## src/rtl/data_bus_bridge.sv

```systemverilog
// Core load/store to valid/ready data bus bridge: one outstanding access,
// byte-lane steering, load extension, misalignment and response-timeout faults.
module data_bus_bridge #(
  parameter int DATA_WIDTH     = 32,
  parameter int TIMEOUT_CYCLES = 255
) (
  input  logic                  clk,
  input  logic                  rst_n,
  input  logic                  core_req,
  input  logic                  core_we,
  input  logic [DATA_WIDTH-1:0] core_addr,
  input  logic [DATA_WIDTH-1:0] core_wdata,
  input  logic [1:0]            core_size,
  input  logic                  core_sign,
  output logic                  core_stall,
  output logic [DATA_WIDTH-1:0] core_rdata,
  output logic                  core_fault,
  output logic                  bus_valid,
  input  logic                  bus_ready,
  output logic                  bus_we,
  output logic [DATA_WIDTH-1:0] bus_addr,
  output logic [3:0]            bus_wstrb,
  output logic [DATA_WIDTH-1:0] bus_wdata,
  input  logic                  bus_rvalid,
  input  logic [DATA_WIDTH-1:0] bus_rdata,
  input  logic                  bus_err
);

  localparam logic [1:0] S_IDLE = 2'd0;
  localparam logic [1:0] S_REQ  = 2'd1;
  localparam logic [1:0] S_RESP = 2'd2;
  localparam logic [1:0] S_DONE = 2'd3;

  localparam logic [15:0] CNT_LAST = 16'(TIMEOUT_CYCLES - 1);

  function automatic logic access_legal(input logic [1:0] size, input logic [1:0] lo);
    case (size)
      2'b00:   access_legal = 1'b1;
      2'b01:   access_legal = ~lo[0];
      2'b10:   access_legal = (lo == 2'b00);
      default: access_legal = 1'b0;
    endcase
  endfunction

  function automatic logic [3:0] store_strobe(input logic [1:0] size, input logic [1:0] lo);
    case (size)
      2'b00:   store_strobe = 4'b0001 << lo;
      2'b01:   store_strobe = 4'b0011 << lo;
      default: store_strobe = 4'b1111;
    endcase
  endfunction

  function automatic logic [DATA_WIDTH-1:0] store_data(input logic [1:0] size,
                                                      input logic [DATA_WIDTH-1:0] wd);
    case (size)
      2'b00:   store_data = {4{wd[7:0]}};
      2'b01:   store_data = {2{wd[15:0]}};
      default: store_data = wd;
    endcase
  endfunction

  function automatic logic [DATA_WIDTH-1:0] load_extend(input logic [1:0] size,
                                                       input logic [1:0] lo,
                                                       input logic sign,
                                                       input logic [DATA_WIDTH-1:0] rd);
    logic [7:0]  b;
    logic [15:0] h;
    b = 8'(rd >> {lo, 3'b000});
    h = lo[1] ? rd[31:16] : rd[15:0];
    case (size)
      2'b00:   load_extend = {{24{sign & b[7]}}, b};
      2'b01:   load_extend = {{16{sign & h[15]}}, h};
      default: load_extend = rd;
    endcase
  endfunction

  logic [1:0]            state_q, state_d;
  logic [15:0]           cnt_q, cnt_d;
  logic [1:0]            size_q, size_d;
  logic                  sign_q, sign_d;
  logic [1:0]            lane_q, lane_d;
  logic                  bus_valid_q, bus_valid_d;
  logic                  bus_we_q, bus_we_d;
  logic [DATA_WIDTH-1:0] bus_addr_q, bus_addr_d;
  logic [3:0]            bus_wstrb_q, bus_wstrb_d;
  logic [DATA_WIDTH-1:0] bus_wdata_q, bus_wdata_d;
  logic [DATA_WIDTH-1:0] core_rdata_q, core_rdata_d;
  logic                  core_fault_q, core_fault_d;
  logic                  req_legal;

  assign req_legal  = access_legal(core_size, core_addr[1:0]);
  assign core_stall = ((state_q == S_IDLE) && core_req && req_legal) ||
                      (state_q == S_REQ) || (state_q == S_RESP);

  always_comb begin
    state_d      = state_q;
    cnt_d        = cnt_q;
    size_d       = size_q;
    sign_d       = sign_q;
    lane_d       = lane_q;
    bus_valid_d  = bus_valid_q;
    bus_we_d     = bus_we_q;
    bus_addr_d   = bus_addr_q;
    bus_wstrb_d  = bus_wstrb_q;
    bus_wdata_d  = bus_wdata_q;
    core_rdata_d = core_rdata_q;
    core_fault_d = 1'b0;
    case (state_q)
      S_IDLE: begin
        if (core_req) begin
          if (req_legal) begin
            size_d      = core_size;
            sign_d      = core_sign;
            lane_d      = core_addr[1:0];
            bus_valid_d = 1'b1;
            bus_we_d    = core_we;
            bus_addr_d  = {core_addr[DATA_WIDTH-1:2], 2'b00};
            bus_wstrb_d = core_we ? store_strobe(core_size, core_addr[1:0]) : 4'b0000;
            bus_wdata_d = core_we ? store_data(core_size, core_wdata) : '0;
            state_d     = S_REQ;
          end else begin
            core_fault_d = 1'b1;
          end
        end
      end
      S_REQ: begin
        if (bus_ready) begin
          bus_valid_d = 1'b0;
          cnt_d       = '0;
          state_d     = S_RESP;
        end
      end
      S_RESP: begin
        // A response on the final counted cycle still wins over the timeout.
        if (bus_rvalid) begin
          core_fault_d = bus_err;
          core_rdata_d = (bus_err || bus_we_q) ? '0
                         : load_extend(size_q, lane_q, sign_q, bus_rdata);
          state_d      = S_DONE;
        end else if (cnt_q == CNT_LAST) begin
          core_fault_d = 1'b1;
          core_rdata_d = '0;
          state_d      = S_DONE;
        end else begin
          cnt_d = cnt_q + 16'd1;
        end
      end
      default: state_d = S_IDLE;
    endcase
  end

  always_ff @(posedge clk or negedge rst_n) begin
    if (!rst_n) begin
      state_q      <= S_IDLE;
      cnt_q        <= '0;
      size_q       <= '0;
      sign_q       <= 1'b0;
      lane_q       <= '0;
      bus_valid_q  <= 1'b0;
      bus_we_q     <= 1'b0;
      bus_addr_q   <= '0;
      bus_wstrb_q  <= '0;
      bus_wdata_q  <= '0;
      core_rdata_q <= '0;
      core_fault_q <= 1'b0;
    end else begin
      state_q      <= state_d;
      cnt_q        <= cnt_d;
      size_q       <= size_d;
      sign_q       <= sign_d;
      lane_q       <= lane_d;
      bus_valid_q  <= bus_valid_d;
      bus_we_q     <= bus_we_d;
      bus_addr_q   <= bus_addr_d;
      bus_wstrb_q  <= bus_wstrb_d;
      bus_wdata_q  <= bus_wdata_d;
      core_rdata_q <= core_rdata_d;
      core_fault_q <= core_fault_d;
    end
  end

  assign bus_valid  = bus_valid_q;
  assign bus_we     = bus_we_q;
  assign bus_addr   = bus_addr_q;
  assign bus_wstrb  = bus_wstrb_q;
  assign bus_wdata  = bus_wdata_q;
  assign core_rdata = core_rdata_q;
  assign core_fault = core_fault_q;

endmodule

```

## config.mk

```make
export PLATFORM = sky130hd
export DESIGN_NAME = data_bus_bridge
export DESIGN_NICKNAME = d
export VERILOG_FILES = /design/src/rtl/data_bus_bridge.sv
export SDC_FILE = /design/constraint.sdc
export NUM_CORES = 1
export LEC_CHECK = 0
export ABC_AREA = 1
export ABC_CLOCK_PERIOD_IN_PS = 3040
export CORE_ASPECT_RATIO = 0.6
export CORE_MARGIN = 2
export CORE_UTILIZATION = 50
export CTS_CLUSTER_DIAMETER = 100
export DETAILED_ROUTE_END_ITERATION = 10
export MAX_ROUTING_LAYER = met4
export PLACE_DENSITY = 0.92
export RECOVER_POWER = 50
export SYNTH_ARGS = -nofsm -noshare
export SYNTH_HDL_FRONTEND = slang
export SYNTH_SLANG_ARGS = --single-unit
```

## constraint.sdc

```tcl
create_clock -name clk -period 3.04 [get_ports clk]
set_clock_uncertainty 0.15 [all_clocks]
set_input_delay 0.608 -clock clk [delete_from_list [all_inputs] [get_ports clk]]
set_output_delay 0.608 -clock clk [all_outputs]
set_load 0.01 [all_outputs]
```

# Word level (Yosys, flattened, before mapping)
# Index checks and enable logic that the tools add are counted.
[op_classes]
add_sub_neg = 1
n_eq_ne = 12
shifts = 3
n_mux = 29
bitwise = 3
reduce_logical = 17
[ops]
columns = ["cell", "count"]
rows = [
  ["two-way mux 32 bit", 4],
  ["case mux 32 bit (2 select lines)", 2],
  ["two-way mux 16 bit", 4],
  ["case mux 16 bit (2 select lines)", 1],
  [">> shifter 32 x 5 -> 8 bit", 1],
  ["adder 16 x 1 -> 16 bit, second input constant", 1],
  ["equality test 16 x 8 -> 1 bit, second input constant", 1],
  ["AND reduction 4 bit", 3],
  ["two-way mux 2 bit", 5],
  ["!= test 2 bit, second input constant", 5],
  ["logical NOT 2 bit", 4],
  ["case mux 4 bit (2 select lines)", 1],
  ["two-way mux 1 bit", 7],
  ["equality test 2 x 1 -> 1 bit, second input constant", 3],
  ["case mux 2 bit (3 select lines)", 1],
  ["nonzero test 2 bit", 3],
  ["equality test 2 bit, second input constant", 2],
  ["two-way mux 4 bit", 1],
  ["case mux 1 bit (2 select lines)", 2],
  ["left shift 1 x 2 -> 4 bit, first input constant", 1],
  ["left shift 2 x 2 -> 4 bit, first input constant", 1],
  ["logical OR 1 bit", 3],
  ["!= test 3 x 2 -> 1 bit, second input constant", 1],
  ["case mux 1 bit (3 select lines)", 1],
  ["other kinds (5)", 7],
]
[totals]
register_bits = 124
out_inout_bits = 104

# Longest topological paths before layout
# Gate-level depths: netlist of run 1.
[logic_depth]
ltp_word = 5
depth_mapped = 11

# Worst setup path after synthesis of run 1
# Ideal clock, no wire load.
[synth_path]
kind = "input-to-output"
from = "in core_addr[0]"
to = "out core_stall"
arrival_ns = 1.540
t_required_ns = 2.282
path_slack_ns = 0.742
stages = 9
n_path_buf = 2
cell_sequence = "inv_2 > nand2_1 > o21ai_1 > nand2_2 > nor2_8 > inv_4 > buf_4 > buf_6 > nand3_1"
[synth_between]
elab_chain_cells = 5
elab_cells_between_ends = 6
classes_between = "mux: 1; bitwise: 1; reduce/logical: 4"
[synth_rtl]
columns = ["item", "line", "text"]
rows = [
  ["start: declaration", "11", "input logic [DATA_WIDTH-1:0] core_addr,"],
  ["logical NOT 2 bit or inverter 1 bit (tied branches)", "40, 39", ""],
  ["case mux 1 bit (3 select lines) (*)", "37", "case (size)"],
  ["logical AND 1 bit (*)", "92", "assign core_stall = ((state_q == S_IDLE) && core_req && req_legal) ||"],
  ["logical OR 1 bit (*)", "92", ""],
  ["logical OR 1 bit (*)", "93", "(state_q == S_REQ) || (state_q == S_RESP);"],
  ["end: declaration", "15", "output logic core_stall,"],
]
# Every way passes the cells marked *; elsewhere a longest branch is shown, timed or not.

# Final worst setup path of run 1
# Same ends and word-level chain as after synthesis.

==> reports/results.txt, run 1 <==
Dominant synthesized flop cell - dfrtp_1
Max-Cap Viols - 1
Yosys warning total - 0
Top cell type's share of synthesized area - 0.494
GPL Wtd Cong - 0.959
Vias in the first global route - 6,390
Setup Crit Path Kind - in -> out
Peak supply drop - 0.000429 V
#FFs+latches synth - 124
First-pass GRT wire length - 31,400 microns
Cells resized by post-CTS repair - 1
Worst setup margin - 223 ps
Non-Filler Instances - 1,229
Worst path required time - 2280 ps
Pins Over Slew Limit - 35
Final ANT Viol Nets - 0
Syn Inst Count - 844
Worst setup SP type - input pin
Vias/cell - 5.26
Cell Area, Synth - 6280 sq um
Hold Vio Cnt, Final - 0
Post-Route WL - 19,300 microns
CTS Buffer Depth - 2
Setup violations, final - 0
P per Cell Area - 877 nW/um^2
Register area - 3100 sq um
Placed Cells - 1,195
CTS tree - done
Number of synthesized flops with an enable pin - 0
CP Cell Sequence - clkdlybuf4s50_1, inv_1, nand2_1, o21ai_1, nand2_2, nor2_8, inv_4, nand3_1, dlygate4sd2_1
Failing checks - capacitance limit, slew limit
Root buf cell - clkbuf_16
P&R area growth vs syn - 44.2%
Port bufs - 207
Area of the multi-input gates - 2770 sq um
Post-synthesis average cell area - 7.44 sq um
R2R setup slack - 660 ps
CTS Buf Count - 17
# hold bufs at CTS - 0
CP arrival - 2060 ps
DRC viols - 0
Die Height - 90.8 microns
Clock-pin slew on the worst setup and hold paths - 60 ps
Total gr overflow - 0
Crit path max fanout - 4
Total Negative Setup Slacks - 0 ps
Worst hold slack - 319 ps
Pin count of the biggest net entering global routing - 69
Status - finished with violations
Top cells by area, synth - dfrtp_1 49%, nand2_1 22%, nor2_1 4.8%, inv_1 2.9%, nand3_1 2.7%
Layout cells sized above 1 - 0.0650
Worst setup EP type - output pin
Initial antenna violation count - 2
Post-DP HPWL - 13,600 microns
Die width - 149 microns
Crit share post-route - 0.927
RSZ-0062 raised after global routing - false
Pre-CTS setup slack - 8.15 ps
Yosys top cell by area - dfrtp_1
Slowest-stage cell, CP - clkdlybuf4s50_1
Final Util - 0.746
Setup bufs post-CTS - 0
Skew-Pair Late Insertion Delay - 410 ps
P_leak - 0.00453 uW
Worst min path class - reg -> reg
Die area - 13,500 sq um
Post-synthesis sequential area ratio - 0.494
Final Critical Period - 2820 ps
Max Clock Freq - 355 MHz
Starting density of the core - 0.517
Commonest cells in the netlist - 366 x nand2_1, 124 x dfrtp_1, 81 x nor2_1
H-tree lvl count - 4
Fill cell count - 856
First-pass detailed-route iteration total - 5
Most frequent cell after synthesis - nand2_1
Synth async-reset ratio - 1.00
Iteration-0 DRC Markers - 554
Worst slew margin - -0.284
Clock tree sinks - 124
Post-synthesis cell type count - 31
Routed via count - 6,460
Core area - 12,100 sq um
Slew of the pin with the lowest slew margin - 1930 ps
Crit-path max cell delay - 480 ps
WL/cell - 15.7 microns
Rows - 31
NumNets Final - 1,160
Total global-route track usage - 0.306
I/O Pins - 210
-- sequential cells by signal, indices dropped and copies added (netlist names), 2 cells and up --
register and count:
bus_wdata 32, core_rdata 32, bus_addr 30, cnt_q 16, bus_wstrb 4, lane_q 2, size_q 2, state_q 2
-- critical path: cells and delay by family --
kind	cells	cell delay [ps]
AO/OA/AOI/OAI	1	140
buffers and inverters	4	910
AND/OR/NAND/NOR	4	400
-- metrics by stage --
step	power (uW)	instance area (sq um)
2_1_floorplan	4310	6280
3_3_place_gp	5950	8480
3_5_place_dp	6040	8480
4_1_cts	8050	9060
5_1_grt	8440	9050
6_report	7940	9050
-- routing by layer --
metal,vias up,track usage,share of wire
met5,-,-,0
met4,0,0.0746,0.017
met3,34,0.115,0.11
met2,325,0.448,0.44
met1,3023,0.406,0.43
li1,3078,-,-
-- logic make-up (layout without fill, tap and decap cells) --
kind of cell             count (synthesis)  in the layout  share of synthesized area
AND/OR/NAND/NOR                        514            514                      0.333
flip-flops                             124            124                      0.494
AO/OA/AOI/OAI                          103            103                     0.0897
buffers and inverters                   91            308                     0.0644
XOR/XNOR                                 6              6                    0.00837
adder cells (fa/ha/maj)                  5              5                    0.00997
other                                    1              4                   0.000598
-- cell type report --
cell class	instances	share of cell area
timing repair buffer	222	0.242
antenna	2	0.000553
clock inverter	14	0.0151
multi-input combinational	630	0.306
clock buffer	18	0.0485
sequential	124	0.343
tap	165	0.0228
inverter	54	0.0229
-- where the power goes --
group / total (uW) / internal, uW / switching (uW) / leakage [uW]
logic: 3290 / 1530 / 1760 / 0.00262
registers: 2680 / 2250 / 422 / 0.00162
clock network: 1970 / 1160 / 809 / 0.000280
total: 7940 / 4950 / 2990 / 0.00453
-- cells in the final DEF (no fill, tap or decap), types with 13 or more instances in the layout --
cell type	instances
nand2_1	366
clkdlybuf4s50_1	161
dfrtp_1	124
nor2_1	81
inv_1	49
dlygate4sd3_1	44
nand3_1	35
o21ai_1	31
o21ai_0	29
a21oi_1	28
clkbuf_16	17
buf_4	13
-- path summary, 6_finish.rpt --
check | startpoint | endpoint | cells past startpoint
setup / recovery | core_addr[0] | core_stall | 9
max in group asynchronous | rst_n | bus_addr[3] | 2
min in group asynchronous | rst_n | core_rdata[28] | 1
hold reg to reg | bus_addr[11] | bus_addr[11] | 2
hold / removal | bus_addr[11] | bus_addr[11] | 2
setup reg to reg | state_q[1] | cnt_q[3] | 10
No activity file was read; power rests on OpenSTA's default activity.
==> inputs of run 2 (changes only) <==
--- a/config.mk
+++ b/config.mk
@@ -15,6 +15,7 @@
 export MAX_ROUTING_LAYER = met4
 export PLACE_DENSITY = 0.92
 export RECOVER_POWER = 50
+export SLEW_MARGIN = 5
 export SYNTH_ARGS = -nofsm -noshare
 export SYNTH_HDL_FRONTEND = slang
 export SYNTH_SLANG_ARGS = --single-unit
==> results of run 2 <==
Same layout as run 1: the final DEF is identical, and so are final timing and power.
==> RTL change 1: new RTL, flow settings as in run 1 <==
Put one more register stage on the output `core_fault`, cleared by the reset. The value now appears one clock later. The other outputs are not delayed to match.
--- a/src/rtl/data_bus_bridge.sv
+++ b/src/rtl/data_bus_bridge.sv
@@ -185,7 +185,13 @@
   assign bus_wstrb  = bus_wstrb_q;
   assign bus_wdata  = bus_wdata_q;
   assign core_rdata = core_rdata_q;
-  assign core_fault = core_fault_q;
+  always_ff @(posedge clk or negedge rst_n) begin
+    if (!rst_n) begin
+      core_fault <= '0;
+    end else begin
+      core_fault <= core_fault_q;
+    end
+  end
 
 endmodule
 
Function: changed (Yosys sat finds a counterexample within 4 cycles, from zero or initial values and one cycle with rst_n low).
==> RTL change 1 against run 1 <==
- fmax is 0.59% lower
- via count about the same
- critical path depth unchanged
- worst setup slack got worse by 0.017 ns
- area after synthesis rose by 0.48%
- core utilization up 0.13 points
- sequential cell count increased by 1
- sequential power increased by 3%
- worst hold slack worse by 0.11 ns
- first-iteration DRC count down 7.9%
- critical path type unchanged
- wire length grew 3.0%
- final area up 0.50%
- total power up 2.3%
==> RTL change 1: results (changes against run 1) <==
Cells and area
  • Number of antenna repair diodes: 0 (-2)
  • Fraction of final layout cells sized beyond drive strength 1: 0.0670 (+0.00201)
  • Number of nets in the layout: 1158 (-0.17%)
  • Number of filler instances in the final layout: 904 (+5.6%)

Worst hold path
  • Instance count along the most critical hold path: 0 (-2)
  • Beginning of the worst hold path: core_fault_q$_DFF_PN0_
  • Endpoint of the worst hold-timing path: core_fault$_DFF_PN0_

Clocking
  • Clock root buffer: sky130_fd_sc_hd__clkbuf_16
  • Clock latency reported for the late side of the worst-skew pair: 0.42 ns
  • Clock input transition at the sequential cells of the worst setup and hold paths: 0.06 ns (about the same)
  • Total of cells resized after clock tree synthesis: 1 (unchanged)
  • Maximum level of the CTS H-tree: 4 (unchanged)

Global route
  • First-pass GRT wire length: 32.6 mm (+3.6%)
  • Number of antenna violations at the first check in global routing: 0 (-2)
  • Number of global-route vias before repair: 6545 (+2.4%)
  • GRT Overall Usage: 0.317 (+0.0115)

Place
  • Sum of net half-perimeters after detailed placement: 14.2 mm (+4.1%)
  • RePlAce Congestion: 0.958 (about the same)

Yosys
  • Ys async rst share: 1.00 (unchanged)
  • Post-Synthesis Cells: 841 (-0.36%)
  • Count of flip-flops with a built-in enable after synthesis: 0 (unchanged)
  • Register area share after synthesis: 0.496 (+0.00161)
  • Top cells by count, synth: sky130_fd_sc_hd__nand2_1, sky130_fd_sc_hd__dfrtp_1, sky130_fd_sc_hd__nor2_1
  • Leading post-synthesis cells by cell area: sky130_fd_sc_hd__dfrtp_1, sky130_fd_sc_hd__nand2_1, sky130_fd_sc_hd__nor2_1, sky130_fd_sc_hd__nand3_1, sky130_fd_sc_hd__inv_1

Pwr
  • Leakage: 4.54 nW (+0.40%)
  • Switching Power: 3.00 mW (+0.35%)
  • VDD IR-drop max: 0.534 mV (+24%)

Critical path
  • Reg-to-reg startpoint: cnt_q[0]$_DFFE_PN0P_
  • Depth of the worst register-to-register path: 9 (-1)
  • Biggest cell delay along the critical path: 0.44 ns (-0.04 ns)
  • Reg2Reg Setup Slack: 0.57 ns (-0.09 ns)
  • Destination of the worst register-to-register timing path: core_fault_q$_DFF_PN0_
  • Worst endpoint data arrival time: 2.08 ns (+0.02 ns)
  • Peak fanout along the critical path: 3 (-1)
  • Critical Path Slowest Stage Cell: sky130_fd_sc_hd__clkdlybuf4s50_1
  • Setup crit start: core_addr[0]

Detailed routing
  • Remaining antenna violation count: 0 (unchanged)
  • Number of DRC violations after detailed-routing iteration 0: 510 (-7.9%)
  • Drt first pass iters: 6 (+1)
  • Total routed wirelength: 19.9 mm (+3.0%)
  • Routed via count divided by cell count: 5.28 (+0.36%)
  • Detail-routed net length per standard cell: 16.2 µm (+3.4%)

Run status
  • Run status: finished, final reports clean

Timing
  • Tightest Pin Transition: 1.11 ns (-0.813 ns)
  • Final critical path time including I/O delays and setup: 2.83 ns (+0.0168 ns)
==> RTL change 1: stage by stage <==
stage | utilization | hold WS, ns | instance area [µm²] | setup slack, ns
floorplan | - | 0.162 | 6310 | 0.764
global placement | 0.699 | 0.188 | 8510 | 0.0617
detailed placement | 0.699 | 0.194 | 8510 | 0.000469
CTS | 0.749 | 0.0629 | 9130 | 0.272
global route | 0.747 | 0.223 | 9100 | 0.0921
finish | 0.747 | 0.204 | 9100 | 0.206
==> RTL change 1: power groups by stage <==
stage          clock [mW]  sequential [mW]  combinational (mW)
6_report             2.11             2.75                3.27
5_1_grt              2.21             2.82                3.59
4_1_cts              2.13             2.75                3.37
3_5_place_dp            0             2.75                3.35
3_3_place_gp            0             2.74                3.23
2_1_floorplan           0             2.88                1.46
==> RTL change 1: logic make-up after synthesis <==
group	after synthesis	share of synthesized area
buffers and inverters	90	0.0643
flip-flops	125	0.496
XOR/XNOR	6	0.00833
AND/OR/NAND/NOR	510	0.330
adder cells (fa/ha/maj)	5	0.00992
other	1	0.000595
AO/OA/AOI/OAI	104	0.0911
==> RTL change 1: routing by layer <==
| layer | GRT usage | vias to the layer above | routed length, µm |
|---|---|---|---|
| met5 | - | - | 0 |
| met1 | 0.421 | 3029 | 8480 |
| li1 | - | 3073 | - |
| met4 | 0.0865 | 0 | 275 |
| met2 | 0.474 | 327 | 8850 |
| met3 | 0.101 | 33 | 2250 |
==> RTL change 1: final cells by class <==
type,instances,area [µm²],share of cell area
flip-flops and latches,125,3130,0.344
multi-input cells,627,2770,0.305
repair buffers,223,2170,0.239
clock buffers,19,453,0.0498
well taps,165,206,0.0227
inverters,53,199,0.0219
clock inverters,13,164,0.0180
==> RTL change 2: new RTL, config.mk and constraints of run 1 <==
Made on the original files. Change the parameter `TIMEOUT_CYCLES` from 255 to 127.
--- a/src/rtl/data_bus_bridge.sv
+++ b/src/rtl/data_bus_bridge.sv
@@ -2,7 +2,7 @@
 // byte-lane steering, load extension, misalignment and response-timeout faults.
 module data_bus_bridge #(
   parameter int DATA_WIDTH     = 32,
-  parameter int TIMEOUT_CYCLES = 255
+  parameter int TIMEOUT_CYCLES = 127
 ) (
   input  logic                  clk,
   input  logic                  rst_n,
Check against the original RTL: no difference found for any inputs over 4 cycles, from zero or initial values and one cycle with rst_n low; that may be too few to reach the edited logic, so the function may still have changed.
==> RTL change 2 against run 1 <==
- sequential share of layout area fell by 0.13 points
- wire length fell by 1.5%
- register-to-register slack improved by 0.13 ns
- total power rose by 1.4%
- worst setup slack improved by 0.15 ns
- area after synthesis barely moved
- first-iteration DRC count fell by 8.8%
- final area rose by 0.37%
- sequential cell count did not move
- largest power group unchanged
- highest routed layer unchanged
==> RTL change 2: results (changes against run 1) <==
Critical path
  • Biggest cell delay along the critical path: 0.44 ns (-0.04 ns)
  • Reg-to-reg startpoint: cnt_q[0]$_DFFE_PN0P_
  • Peak fanout along the critical path: 3 (-1)

Global route
  • Met2 Resource Use GR: 0.448 (about the same)
  • Number of global-route vias before repair: 6281 (-1.7%)
  • GRT Overall Usage: 0.298 (-0.00783)
  • Number of antenna violations at the first check in global routing: 0 (-2)

Place
  • Sum of net half-perimeters after detailed placement: 13.3 mm (-2.4%)
  • Worst setup timing slack at the placement stage: 0.0421 ns (+0.0340 ns)
  • RePlAce Congestion: 0.908 (-5.3%)
  • Placed cell area: 8490 µm² (about the same)

Detailed routing
  • Met1 wire length: 8.23 mm (-1.3%)
  • Count of vias placed by the detailed router: 6413 (-0.73%)
  • Number of DRC violations after detailed-routing iteration 0: 505 (-8.8%)
  • Detail-routed net length per standard cell: 15.4 µm (-1.7%)

Pwr
  • VDD IR-drop max: 0.525 mV (+22%)
  • Clock power frac: 0.258 (+0.010)
  • Leakage: 4.51 nW (-0.42%)
  • Flop pwr share: 0.331 (-0.006)
  • Switching share of total power: 0.365 (-0.0113)

Yosys
  • Leading post-synthesis cells by cell area: sky130_fd_sc_hd__dfrtp_1, sky130_fd_sc_hd__nand2_1, sky130_fd_sc_hd__nor2_1, sky130_fd_sc_hd__nand3_1, sky130_fd_sc_hd__inv_1
  • Top cells by count, synth: sky130_fd_sc_hd__nand2_1, sky130_fd_sc_hd__dfrtp_1, sky130_fd_sc_hd__nor2_1
  • Register area share after synthesis: 0.494 (about the same)

Worst hold path
  • Worst min-delay path category: input pin to async pin

Run status
  • Run status: finished, final reports clean

Timing
  • Tightest Pin Transition: 1.20 ns (-0.730 ns)
  • Part of the cycle the worst path needs: 0.877 (-0.0498)

Cells and area
  • Final non-filler cell total: 1231 (+0.16%)
  • Number of filler instances in the final layout: 901 (+5.3%)
[RTL change 2: changes by cell type in the layout (fill, tap and decap cells not counted), sizes merged, moves of 4 or more]
| cell | delta |
|---|---|
| clkbuf | +6 |
| clkdlybuf4s50 | +11 |
| dlygate4sd3 | -11 |
| nand3 | +9 |
| nand4 | -4 |
| nor2 | -8 |
| o21ai | +7 |
| xor2 | -4 |
[RTL change 2: layout make-up]
class | count | area (µm²) | share of cell area
well taps | 165 | 206 | 0.0227
inverters | 55 | 206 | 0.0227
flip-flops and latches | 124 | 3100 | 0.342
multi-input cells | 631 | 2760 | 0.304
repair buffers | 224 | 2200 | 0.242
clock buffers | 21 | 480 | 0.0529
clock inverters | 11 | 131 | 0.0145
[RTL change 2: how the worst min path moves through the flow]
stage / startpoint / end / slack [ns] / cells past startpoint
after detailed placement: bus_addr[31]$_DFFE_PN0P_ / bus_addr[31]$_DFFE_PN0P_ / 0.31 / 2
after global placement: bus_addr[20]$_DFFE_PN0P_ / bus_addr[20]$_DFFE_PN0P_ / 0.30 / 2
after CTS: rst_n / bus_addr[25]$_DFFE_PN0P_ / 0.06 / 1
after global routing: core_rdata[15]$_DFFE_PN0P_ / core_rdata[15]$_DFFE_PN0P_ / 0.33 / 2
final: rst_n / bus_addr[26]$_DFFE_PN0P_ / 0.29 / 1
after floorplan: rst_n / bus_addr[10]$_DFFE_PN0P_ / 0.16 / 0
[RTL change 2: cell families (layout without fill, tap and decap cells)]
group,count (synthesis),count (layout),synth area share
flip-flops,124,124,0.494
other,1,2,0.000597
adder cells (fa/ha/maj),5,5,0.00996
buffers and inverters,94,311,0.0667
AND/OR/NAND/NOR,513,513,0.332
AO/OA/AOI/OAI,111,111,0.0968
